### src/rtl/seq_divider_if.sv
// Start/done handshake and operand/result bundle for the sequential divider.
// The controller drives through the master modport; the divider sits on slave.
interface seq_divider_if #(
    parameter int N = 16
);
    logic             start;
    logic [N-1:0]     dividend;
    logic [N/2-1:0]   divisor;
    logic             busy;
    logic             done;
    logic [N/2-1:0]   quotient;
    logic [N/2-1:0]   remainder;
    logic             div_by_zero;
    logic             overflow;

    modport master (
        output start, dividend, divisor,
        input  busy, done, quotient, remainder, div_by_zero, overflow
    );

    modport slave (
        input  start, dividend, divisor,
        output busy, done, quotient, remainder, div_by_zero, overflow
    );
endinterface

### src/rtl/seq_divider.sv
// Sequential restoring divider: N-bit dividend / N/2-bit divisor, one quotient bit per clock.
// A single N-bit working register holds the partial remainder (high half) and the dividend/quotient (low half).
module seq_divider #(
    parameter int N = 16
) (
    input  logic         clk,
    input  logic         clear,
    seq_divider_if.slave dif
);
    localparam int H  = N / 2;
    localparam int CW = $clog2(H + 1);

    typedef enum logic [1:0] {
        IDLE,
        RUN,
        DONE
    } state_t;

    state_t          state_q, state_d;
    logic [N-1:0]    w_q, w_d;
    logic [CW-1:0]   cnt_q, cnt_d;
    logic [H-1:0]    div_q, div_d;
    logic [H-1:0]    quot_q, quot_d;
    logic [H-1:0]    rem_q, rem_d;
    logic            dbz_q, dbz_d;
    logic            ovf_q, ovf_d;
    logic [N-1:0]    w_next;

    // The trial value is H+1 bits wide so the bit shifted out of the remainder is never lost.
    function automatic logic [N-1:0] restore_step(input logic [N-1:0] w, input logic [H-1:0] d);
        logic [H:0] t;
        logic [H:0] diff;
        logic       ge;
        t    = {w[N-1:H], w[H-1]};
        ge   = (t >= {1'b0, d});
        diff = t - {1'b0, d};
        restore_step = {(ge ? diff[H-1:0] : t[H-1:0]), w[H-2:0], ge};
    endfunction

    assign w_next = restore_step(w_q, div_q);

    always_comb begin
        state_d = state_q;
        w_d     = w_q;
        cnt_d   = cnt_q;
        div_d   = div_q;
        quot_d  = quot_q;
        rem_d   = rem_q;
        dbz_d   = dbz_q;
        ovf_d   = ovf_q;
        case (state_q)
            IDLE: begin
                if (dif.start) begin
                    div_d = dif.divisor;
                    dbz_d = 1'b0;
                    ovf_d = 1'b0;
                    if (dif.divisor == '0) begin
                        dbz_d   = 1'b1;
                        quot_d  = '1;
                        rem_d   = '0;
                        state_d = DONE;
                    end else if (dif.dividend[N-1:H] >= dif.divisor) begin
                        ovf_d   = 1'b1;
                        quot_d  = '1;
                        rem_d   = '0;
                        state_d = DONE;
                    end else begin
                        w_d     = dif.dividend;
                        cnt_d   = CW'(H);
                        state_d = RUN;
                    end
                end
            end
            RUN: begin
                w_d   = w_next;
                cnt_d = cnt_q - CW'(1);
                if (cnt_q == CW'(1)) begin
                    quot_d  = w_next[H-1:0];
                    rem_d   = w_next[N-1:H];
                    state_d = DONE;
                end
            end
            DONE: begin
                state_d = IDLE;
            end
            default: begin
                state_d = IDLE;
            end
        endcase
    end

    always_ff @(posedge clk) begin
        if (clear) begin
            state_q <= IDLE;
            w_q     <= '0;
            cnt_q   <= '0;
            div_q   <= '0;
            quot_q  <= '0;
            rem_q   <= '0;
            dbz_q   <= 1'b0;
            ovf_q   <= 1'b0;
        end else begin
            state_q <= state_d;
            w_q     <= w_d;
            cnt_q   <= cnt_d;
            div_q   <= div_d;
            quot_q  <= quot_d;
            rem_q   <= rem_d;
            dbz_q   <= dbz_d;
            ovf_q   <= ovf_d;
        end
    end

    assign dif.busy        = (state_q != IDLE);
    assign dif.done        = (state_q == DONE);
    assign dif.quotient    = quot_q;
    assign dif.remainder   = rem_q;
    assign dif.div_by_zero = dbz_q;
    assign dif.overflow    = ovf_q;
endmodule

### src/flat_wrapper.sv
// flat-port wrapper written by rule: the top's interface ports become plain ports
module seq_divider_flat 
#(
    parameter int N = 16
)
  (clk, clear, dif_start, dif_dividend, dif_divisor, dif_busy, dif_done, dif_quotient, dif_remainder, dif_div_by_zero, dif_overflow);
  seq_divider_if #(.N(N)) dif_i ();
  input  logic clk;
  input  logic clear;
  input wire logic [$bits(dif_i.start)-1:0] dif_start;
  input wire logic [$bits(dif_i.dividend)-1:0] dif_dividend;
  input wire logic [$bits(dif_i.divisor)-1:0] dif_divisor;
  output wire logic [$bits(dif_i.busy)-1:0] dif_busy;
  output wire logic [$bits(dif_i.done)-1:0] dif_done;
  output wire logic [$bits(dif_i.quotient)-1:0] dif_quotient;
  output wire logic [$bits(dif_i.remainder)-1:0] dif_remainder;
  output wire logic [$bits(dif_i.div_by_zero)-1:0] dif_div_by_zero;
  output wire logic [$bits(dif_i.overflow)-1:0] dif_overflow;
  assign dif_i.start = dif_start;
  assign dif_i.dividend = dif_dividend;
  assign dif_i.divisor = dif_divisor;
  assign dif_busy = dif_i.busy;
  assign dif_done = dif_i.done;
  assign dif_quotient = dif_i.quotient;
  assign dif_remainder = dif_i.remainder;
  assign dif_div_by_zero = dif_i.div_by_zero;
  assign dif_overflow = dif_i.overflow;
  seq_divider #(.N(N)) u_core (.clk(clk), .clear(clear), .dif(dif_i));
endmodule
### config.mk
export PLATFORM = sky130hd
export DESIGN_NAME = seq_divider_flat
export DESIGN_NICKNAME = d
export VERILOG_FILES = /design/src/rtl/seq_divider_if.sv /design/src/rtl/seq_divider.sv /design/src/flat_wrapper.sv
export SDC_FILE = /design/constraint.sdc
export NUM_CORES = 1
export LEC_CHECK = 0
export BUFFER_PORTS_ARGS = -buffer_cell sky130_fd_sc_hd__buf_2
export CAP_MARGIN = 20
export CORE_MARGIN = 2
export CORE_UTILIZATION = 55
export DETAILED_ROUTE_END_ITERATION = 8
export PLACE_DENSITY = 0.83
export REMOVE_ABC_BUFFERS = 1
export SLEW_MARGIN = 20
export SYNTH_ARGS = -nofsm -noshare
export SYNTH_HDL_FRONTEND = slang
export SYNTH_SLANG_ARGS = --single-unit
### constraint.sdc
create_clock -name clk -period 5.8 [get_ports clk]
set_input_delay 1.16 -clock clk [delete_from_list [all_inputs] [get_ports clk]]
set_output_delay 1.16 -clock clk [all_outputs]
set_load 0.05 [all_outputs]
# Yosys cells after proc, flatten, opt, wreduce, memory -nomap -nowiden
# Index checks and enable logic that the tools add are counted.
# word_totals
elab_cells	55
n_memories	0
out_inout_bits	20
latch_bits	0
inputBits	27
rom_bits	0
ram_bits	0
register_bits	48
# op_classes
bitwise	0
n_addsub	2
mux	27
n_shift	0
mul	0
n_eq_ne	8
reduce_logical	8
order_cmp	2
div_mod_pow	0
# op_table
cell	n
$mux W8	9
$mux W16	3
$pmux W16 S2	1
$pmux W8 S2	2
$mux W4	3
$ge A9 B8 Y1	1
$ge A8 B8 Y1	1
$logic_not A8 Y1	1
$mux W2	4
$pmux W4 S2	1
$reduce_and A4 Y1	2
$sub A8 B8 Y8	1
$ne A2 B2 Y1 const B	3
$eq A4 B1 Y1 const B	1
$pmux W2 S2	1
$reduce_and A2 Y1	2
$reduce_bool A2 Y1	2
$sub A4 B1 Y4 const B	1
$mux W1	3
$ne A3 B1 Y1 const B	1
$eq A2 B1 Y1 const B	1
$eq A2 B2 Y1 const B	1
$logic_not A2 Y1	1
$ne A2 B1 Y1 const B	1

# Logic depth before layout (Yosys ltp)
# depth
word_depth	5
ltp_mapped	9
depth_no_buf	9

# Least setup slack after synthesis
# OpenSTA, ideal clock, no wires.
# synth_timing
kind	input port to flip-flop
from	in dif_divisor[7]
to	reg u_core.w_q[13]
required_ns	5.721
slack_ns	3.025
stages	7
arrival_ns	2.696
setup_time_ns	0.079
path_buffers	0
path_cell_list	inv_1 ha_1 and2_1 o2111a_1 a211oi_2 mux2_2 a211oi_2
# synth_between
elab_chain_len	3
elab_cells_between_ends	5
cone_classes	order compare (1); eq/ne (2); reduce/logical (2)
# synth_lines
item	line_no	text
start, declared	flat_wrapper.sv:12	input wire logic [$bits(dif_i.divisor)-1:0] dif_divisor;
$ge A8 B8 Y1 or $logic_not A8 Y1 (tied branches)	seq_divider.sv:62, seq_divider.sv:57	
$ne A2 B2 Y1 (no line)	--	
$reduce_and A4 Y1 (no line) *	--	
end signal, assigned	seq_divider.sv:104	w_q <= w_d;
end, declared	seq_divider.sv:20	logic [N-1:0] w_q, w_d;
# Mark *: on every way between the ends. The rest lies on a longest branch, timed or not.
# A chain may end at the register's enable or synchronous reset.

# Worst setup path in the final report
# layout_timing
from	in dif_divisor[6]
to	reg u_core.w_q[15]
# Same word-level chain as after synthesis.

==> results_dict.tcl <==
set metrics [dict create \
    status "finished, final reports clean" \
    postCtsSetupBuffers 0 \
    cts_max_path_buffers 2 \
    routed_wl_um 7340 \
    synthCells 342 \
    stdcell_count 449 \
    critPathRequiredTime_ps 6030 \
    drt_first_pass_iters 5 \
    synth_edf_count 0 \
    hold_viol 0 \
    initial_core_util 0.571 \
    grt_pass1_wl_um 12300 \
    gp_congestion 0.925 \
    core_um2 5140 \
    seqPwrFrac 0.372 \
    ys.flop_type "dfxtp_1" \
    crit_type "input pin to register" \
    vias_per_cell 6.14 \
    die_w_um 77.0 \
    die_area_um2 5930 \
    first_global_vias 2515 \
    final_cell_mix "48 x dfxtp_1, 46 x buf_2, 41 x nand2_1, 30 x inv_1, 23 x a21oi_1" \
    comb_power_share 0.396 \
    power.density_nw_per_um2 323 \
    min_period_over_period 0.565 \
    ys_seq_area_frac 0.328 \
    postCtsHoldBufs 0 \
    fin_area_um2 3290 \
    crit_path_start_kind "input pin" \
    ys_seq_elements 48 \
    critPathSlowestCell "a211oi_2" \
    gr-total-overflow 0 \
    leakage_nw 1.37 \
    antennaDiodeCount 0 \
    place_area_um2 3180 \
    hold-path-cell-count 2 \
    cp-end-kind "register" \
    cp_max_fo 13 \
    yosys_warnings 0 \
    drtIter0Drc 235 \
    power_switching_w 0.000411 \
    tritoncts "done" \
    clk_latency_ps 310 \
    hp-class "register to register" \
    tightest_slew_ps 1130 \
    timing.rr.start "u_core.state_q[1]" \
    antenna_found_initial 0 \
    area_growth_pct 12.3 \
    via_count 2758 \
    cts.sink_count 48 \
    min_to "u_core.div_q[7]" \
    fmax_mhz 305 \
    drcViolationCount 0 \
    place.port_buffers 46 \
    cts_made_buffers 5 \
    final_common_cell "dfxtp_1" \
    grt_max_degree 41 \
    rr_worst_depth 4 \
    cap_violations 0 \
    fp.dieH_um 77.0 \
    finalSetupViolations 0 \
    dp_cells 441 \
    grt_usage 0.256 \
    async_reset_ff_frac 0 \
    wire_per_inst_um 16.3 \
    clkTransAtPathRegs_ps 90 \
    finalCriticalPeriod_ps 3280 \
    clock_skew_ps 6.92 \
    rows 26 \
    critPathArrivalTime_ps 3510 \
    final_util 0.641 \
    avgSynthCellArea_um2 8.58 \
    yosys.area.top_type_share 0.328 \
    layout.nets 424 \
    cpPeakStageDelay_ps 880 \
    yosysUniqueCellTypes 58 \
    root_buffer "clkbuf_8" \
    yosysTopAreaCell "dfxtp_1" \
    rrSetupSlack_ps 3260 \
    ant_nets 0 \
    ios 47 \
    clockPowerShare 0.232 \
    drv_slew 0 \
    p_int_w 0.000654 \
    htreeDepth 2 \
    dp_hpwl_um 5120 \
    rsz0062_at_grt "no" \
    cts_resized 0 \
    drive_above_1_share 0.206 \
    synthTopCellsByArea "dfxtp_1 33%, ha_1 7.7%, a211oi_1 5.4%, nand2_1 5.2%, a21oi_1 3.9%" \
    relSlewSlack 0.246 \
    fin_setup_tns_ps 0 \
    netlist_area_um2 2930 \
    swShare 0.386 \
    hp-start "u_core.div_q[7]" \
    path_common_cell "a211oi_2" \
    ir_drop_v 0.000191 \
    cp_cell_sequence "buf_2 -> inv_1 -> ha_1 -> and2_1 -> o2111a_1 -> a211oi_2 -> mux2_2 -> a211oi_2" \
    r2r_end "u_core.dif.quotient[5]" \
    power_w 0.00106 \
]
==> per-stage QoR <==
step	hold slack [ps]	setup WS [ps]
after global routing	475	2340
final	458	2520
after floorplan	430	2680
after global placement	436	2310
after CTS	458	2560
after detailed placement	441	2230
==> synth_stat cells (3+ instances only) <==
cell and count:
nor2b_1 7, dfxtp_1 48, inv_1 30, nand2b_1 5
a21o_1 4, a21oi_1 23, a211oi_1 21, nor2_1 15
nor4b_1 7, a31oi_1 3, o2bb2ai_1 4, buf_2 4
a311oi_1 8, clkbuf_1 12, nand3_1 5, o2111a_1 4
o21ai_0 7, ha_1 18, nand2_1 41, o21a_1 3
nor3_1 9, mux2_2 3, mux2i_1 8, or3_1 4
a211oi_2 6
==> worst max path at each step <==
stage / start / to / depth (start not counted)
after floorplan: dif_divisor[7] / u_core.w_q[13] / 7
after global placement: dif_divisor[7] / u_core.w_q[13] / 8
after detailed placement: dif_divisor[6] / u_core.w_q[13] / 8
after CTS: dif_divisor[6] / u_core.w_q[15] / 8
after global routing: dif_divisor[7] / u_core.w_q[15] / 8
final: dif_divisor[6] / u_core.w_q[15] / 8
==> critical path, delay by kind of cell <==
kind	cells	cell delay [ps]
adders and majority gates	1	300
buffers and inverters	2	150
AOI/OAI and AO/OA	3	1280
muxes	1	430
and+or+nand+nor	1	190
==> final cells by class <==
class | count | area, um^2
fillers | 453 | 1850
clock buffers | 5 | 68.8
flip-flops and latches | 48 | 961
well taps | 70 | 87.6
repair buffers | 47 | 238
inverters | 30 | 113
multi-input cells | 246 | 1780
clock inverters | 3 | 42.5
==> power by group through the flow <==
stage / logic (W) / registers [W] / clock network (W)
global placement: 0.000401 / 0.000400 / 0
global route: 0.000459 / 0.000400 / 0.000263
floorplan: 0.000292 / 0.000421 / 0
CTS: 0.000417 / 0.000394 / 0.000248
finish: 0.000422 / 0.000396 / 0.000247
detailed placement: 0.000411 / 0.000401 / 0
==> state kept, by name, indices dropped and copies added (netlist names) <==
register / flops
u_core.w_q: 16
u_core.dif.quotient: 8
u_core.dif.remainder: 8
u_core.div_q: 8
u_core.cnt_q: 4
u_core.state_q: 2
u_core.dif.div_by_zero: 1
u_core.dif.overflow: 1
==> routing by layer <==
metal | up-vias | wire length [um] | GRT usage
met3 | 9 | 403 | 0.0482
met5 | - | 0 | 0
li1 | 1330 | - | -
met1 | 1325 | 3470 | 0.360
met4 | 0 | 101 | 0.0643
met2 | 94 | 3360 | 0.407
==> cell families (layout without fill, tap and decap cells) <==
group | Yosys count | in the layout | synth area share
XOR/XNOR | 2 | 2 | 0.00597
adder cells (fa/ha/maj) | 19 | 19 | 0.0836
buffers and inverters | 48 | 85 | 0.0648
multiplexers | 12 | 12 | 0.0427
AO/OA/AOI/OAI | 108 | 108 | 0.292
flip-flops | 48 | 48 | 0.328
AND/OR/NAND/NOR | 105 | 105 | 0.183
(Power assumes the default switching activity.)
